--- src/rtl/sha_pipelined_digest_stage.sv ---
// SHA pipeline tail: word-wise feed-forward add, then a first-word-fall-through
// digest FIFO with an early almost-full throttle and a sticky overflow flag.
module sha_pipelined_digest_stage #(
  parameter int DEPTH = 8,
  parameter int SKID  = 4
) (
  input  logic         clk,
  input  logic         rst,
  input  logic [255:0] state_i,
  input  logic [255:0] base_i,
  input  logic         valid_i,
  input  logic         newblock_i,
  output logic [255:0] digest_o,
  output logic         newblock_o,
  output logic         valid_o,
  input  logic         ready_i,
  output logic         almost_full_o,
  output logic         overflow_o,
  output logic [31:0]  count_o
);

  localparam int AW = $clog2(DEPTH);
  localparam logic [AW:0] DEPTH_W = (AW+1)'(DEPTH);
  localparam logic [AW:0] SKID_W  = (AW+1)'(SKID);

  logic [255:0] sum_d;
  logic [255:0] sum_q;
  logic         nb_q;
  logic         v_q;

  logic [256:0] mem [DEPTH];
  logic [256:0] head;
  logic [AW:0]  wr_ptr;
  logic [AW:0]  rd_ptr;
  logic [AW:0]  occ;
  logic [AW:0]  free;
  logic         full;
  logic         empty;
  logic         pop;
  logic         push;
  logic         drop;

  // Each 32-bit word is summed on its own; carries never cross word lanes.
  always_comb begin
    sum_d = '0;
    for (int i = 0; i < 8; i++) begin
      sum_d[i*32 +: 32] = state_i[i*32 +: 32] + base_i[i*32 +: 32];
    end
  end

  always_ff @(posedge clk or posedge rst) begin
    if (rst) begin
      v_q   <= 1'b0;
      nb_q  <= 1'b0;
      sum_q <= '0;
    end else begin
      v_q   <= valid_i;
      nb_q  <= newblock_i;
      sum_q <= sum_d;
    end
  end

  always_comb begin
    occ   = wr_ptr - rd_ptr;
    free  = DEPTH_W - occ;
    full  = (occ == DEPTH_W);
    empty = (occ == '0);
    pop   = !empty && ready_i;
    // A full FIFO still accepts a push when the head leaves in the same cycle.
    push  = v_q && (!full || pop);
    drop  = v_q && full && !pop;
  end

  always_ff @(posedge clk) begin
    if (push) begin
      mem[wr_ptr[AW-1:0]] <= {nb_q, sum_q};
    end
  end

  always_ff @(posedge clk or posedge rst) begin
    if (rst) begin
      wr_ptr     <= '0;
      rd_ptr     <= '0;
      count_o    <= '0;
      overflow_o <= 1'b0;
    end else begin
      if (push) begin
        wr_ptr <= wr_ptr + 1'b1;
      end
      if (pop) begin
        rd_ptr  <= rd_ptr + 1'b1;
        count_o <= count_o + 32'd1;
      end
      if (drop) begin
        overflow_o <= 1'b1;
      end
    end
  end

  // Storage is never cleared, so the head is masked while the FIFO is empty.
  always_comb begin
    head          = mem[rd_ptr[AW-1:0]];
    valid_o       = !empty;
    digest_o      = valid_o ? head[255:0] : '0;
    newblock_o    = valid_o & head[256];
    almost_full_o = (free <= SKID_W);
  end

endmodule

--- config.mk ---
export PLATFORM = sky130hd
export DESIGN_NAME = sha_pipelined_digest_stage
export DESIGN_NICKNAME = d
export VERILOG_FILES = /design/src/rtl/sha_pipelined_digest_stage.sv
export SDC_FILE = /design/constraint.sdc
export NUM_CORES = 2
export LEC_CHECK = 0
export ABC_AREA = 1
export BUFFER_PORTS_ARGS = -buffer_cell sky130_fd_sc_hd__buf_4
export CAP_MARGIN = 20
export CORE_UTILIZATION = 27
export DETAILED_ROUTE_END_ITERATION = 12
export HOLD_SLACK_MARGIN = 0.02
export PLACE_DENSITY = 0.53
export REMOVE_ABC_BUFFERS = 1
export SLEW_MARGIN = 25
export SYNTH_ARGS = -nofsm -noshare
export SYNTH_HDL_FRONTEND = slang
export SYNTH_SLANG_ARGS = --single-unit
--- constraint.sdc ---
create_clock -name clk -period 59.5 [get_ports clk]
set_clock_uncertainty 0.15 [all_clocks]
set_input_delay 2.975 -clock clk [delete_from_list [all_inputs] [get_ports clk]]
set_output_delay 2.975 -clock clk [all_outputs]
set_load 0.005 [all_outputs]
==> summary.md <==
| Metric | Value |
|---|---|
| Status | `complete, no violations` |
| Synthesized flop and latch total | `2355` |
| Simple-gate share of the synthesized area | `17.5%` |
| Synth Area in XOR/XNOR | `1.13%` |
| Async S/R FF share, synth | `12.7%` |
| Register area share after synthesis | `63.6%` |
| Synth Area in Adders | `3.09%` |
| Post-route ant nets | `0` |
| Row cnt | `232` |
| Distinct cell type count after synthesis | `31` |
| Synthesized netlist cell count | `10500` |
| Post_cts resized | `0` |
| Routed WL per cell | `20.3 um` |
| Number of synthesized flops with an enable pin | `2056` |
| Post-Syn Area | `109000 um2` |
| Routability Congestion | `0.901` |
| Nature of the critical path startpoint | `register` |
| Total power | `0.00652 W` |
| Area delta synth->final | `19.3%` |
| Post-cts hold buffer count | `0` |
| Final Hold Fails | `0` |
| Syn_area_per_cell | `10.4 um2` |
| Worst Setup End Kind | `output pin` |
| Ranking of synthesized cells by area | `edfxtp_1 (57%), nand2_1 (11%), dfrtp_1 (6.9%), a21oi_1 (5.4%), a22oi_1 (3.5%)` |
| Pleak | `53.4 nW` |
| Post-DP HPWL | `217000 um` |
| Synth warn | `0` |
| Min Hold Slack | `348 ps` |
| Largest net degree at the start of global routing | `180` |
| Setup Buffers After CTS | `0` |
| Reg clk slew, reported paths | `60 ps` |
| Full die area | `406000 um2` |
| H-tree depth | `5` |
| Worst IR Drop VDD | `0.0559 mV` |
| Pwr/cell area | `50.2 nW/um2` |
| Final slew viol count | `0` |
| Most common cell in the synthesized netlist | `nand2_1` |
| Number of nets in the layout | `12000` |
| Number of buffers created by CTS | `274` |
| Final min period | `10280 ps` |
| Iteration-0 DRC Markers | `5889` |
| Vias per inst | `4.65` |
| Leading area contributor after synthesis | `edfxtp_1` |
| CTS Sinks | `2355` |
| Measured slew at the worst slew-check pin | `1090 ps` |
| Antenna violations before repair | `22` |
| Vias in the first global route | `76000` |
| Yosys top cell area share | `56.7%` |
| Starting Density | `27.2%` |
| Fillers | `40700` |
| Proportion of synthesized area in mux cells | `0.0103%` |
| Clock latency on the worst-skew pair | `880 ps` |
| Worst Path Required | `56380 ps` |
| IO buf count | `808` |
| # setup viols final | `0` |
| Top FF cell, synth | `edfxtp_1` |
| Synth Area in Compound Gates | `9.30%` |
| Worst Path Max Fanout | `168` |
| Share of layout cells above drive strength 1 | `13.9%` |
| Max-cap violation count | `0` |
| Ports | `809` |
| Root buf cell | `clkbuf_16` |
| Headroom to the max-slew limit | `27.1%` |
| Drt total wl | `340000 um` |
| First-pass detailed-route iteration total | `6` |
| Crit path kind | `register to output pin` |
| Largest family of logic cells by synthesized area | `simple AND/OR/NAND/NOR gates` |
| First-pass GRT wire length | `502000 um` |
| CORE AREA | `400000 um2` |
| Grt total ovfl | `0` |
| Hold Path Class | `register to register` |
| Most frequent cells after synthesis | `nand2_1 (3134), edfxtp_1 (2056), a21oi_1 (1180)` |
| GRT Total Usage | `16.2%` |
| Die H | `637 um` |
| Fin crit share | `17.3%` |
| CTS tree | `done` |
| Drt drc | `0` |
| Fmax achieved | `97.3 MHz` |
| Width of the die | `637 um` |
| RSZ-0062 raised after global routing | `false` |
| Deepest clock path buffer count | `4` |
| DR vias | `78100` |
| Worst EP arrival | `7150 ps` |
[final timing paths]
check                          endpoint        from  slack (ps)  cells past startpoint
setup / recovery           digest_o[98]   rd_ptr[0]       49220                     11
hold / removal               overflow_o  overflow_o         350                      1
setup reg to reg            mem[3][172]   rd_ptr[2]       52640                     12
hold reg to reg              overflow_o  overflow_o         350                      1
max in group asynchronous    sum_q[182]         rst       54420                      5
min in group asynchronous   count_o[30]         rst        2020                      2
[cell usage in the layout, fill, tap and decap left out, types with 31 or more instances in the layout]
master | synthesis | final
clkbuf_16 | 0 | 277
clkbuf_8 | 0 | 31
ha_1 | 254 | 254
a22oi_1 | 514 | 514
nor3_2 | 230 | 233
edfxtp_1 | 2056 | 2056
nand3_1 | 226 | 226
clkbuf_1 | 141 | 58
dfrtp_1 | 299 | 296
inv_1 | 998 | 996
a21oi_1 | 1180 | 1180
nor3_1 | 85 | 82
nor2_1 | 856 | 851
clkinv_2 | 0 | 40
nand2_1 | 3134 | 3134
buf_4 | 15 | 913
xor2_1 | 127 | 127
[final cells by class]
class                   count  area [um2]  share of cell area [%]
diodes                     19        47.5                  0.0366
repair buffers            925        7090                    5.46
inverters                1002        3800                    2.93
clock inverters           136        1710                    1.31
multi-input cells        6705       33800                    26.0
flip-flops and latches   2355       69200                    53.3
clock buffers             366        7580                    5.84
well taps                5265        6590                    5.08
[layer usage]
layer / wire [um] / vias up / GRT usage [%]
li1: - / 37300 / -
met3: 18900 / 391 / 2.18
met5: 17 / - / 0
met2: 158000 / 2216 / 26.7
met1: 157000 / 38200 / 22.7
met4: 6710 / 2 / 3.35
[power by group]
| group | switching, W | internal (W) |
|---|---|---|
| Combinational | 0.00169 | 0.000830 |
| Clock | 0.000702 | 0.00101 |
| Sequential | 0.000144 | 0.00214 |
[cells by family after synthesis]
group                    Yosys count
flip-flops                      2355
AND/OR/NAND/NOR                 4554
adder cells (fa/ha/maj)          263
multiplexers                       1
XOR/XNOR                         140
buffers and inverters           1438
AO/OA/AOI/OAI                   1747
[sequential cells by signal, indices dropped and copies added, names as in the netlist]
register,flops
mem,2056
sum_q,256
count_o,32
rd_ptr,4
wr_ptr,4
nb_q,1
overflow_o,1
v_q,1
[metrics by stage]
| step | instance area (um2) | setup slack [ps] | setup TNS, ps | instances | util (%) |
|---|---|---|---|---|---|
| after CTS | 130000 | 49110 | 0 | 16800 | 32.4 |
| after global placement | 120000 | 50140 | 0 | 16300 | 30.1 |
| after global routing | 130000 | 48750 | 0 | 16800 | 32.4 |
| after floorplan | 107000 | -964 | -247310 | 10100 | - |
| after detailed placement | 120000 | 50120 | 0 | 16300 | 30.1 |
| final | 130000 | 49220 | 0 | 16800 | 32.4 |
[worst max-delay path, cell delays in order (launching register included)]
cell and delay (ps):
dfrtp_4 790, inv_8 570, buf_4 830, buf_4 850
buf_12 680, buf_4 770, buf_4 580, a21oi_1 140
a22oi_1 200, nor2_1 70, nor3_2 300, buf_4 170
Power figures use the tool's default switching activity.
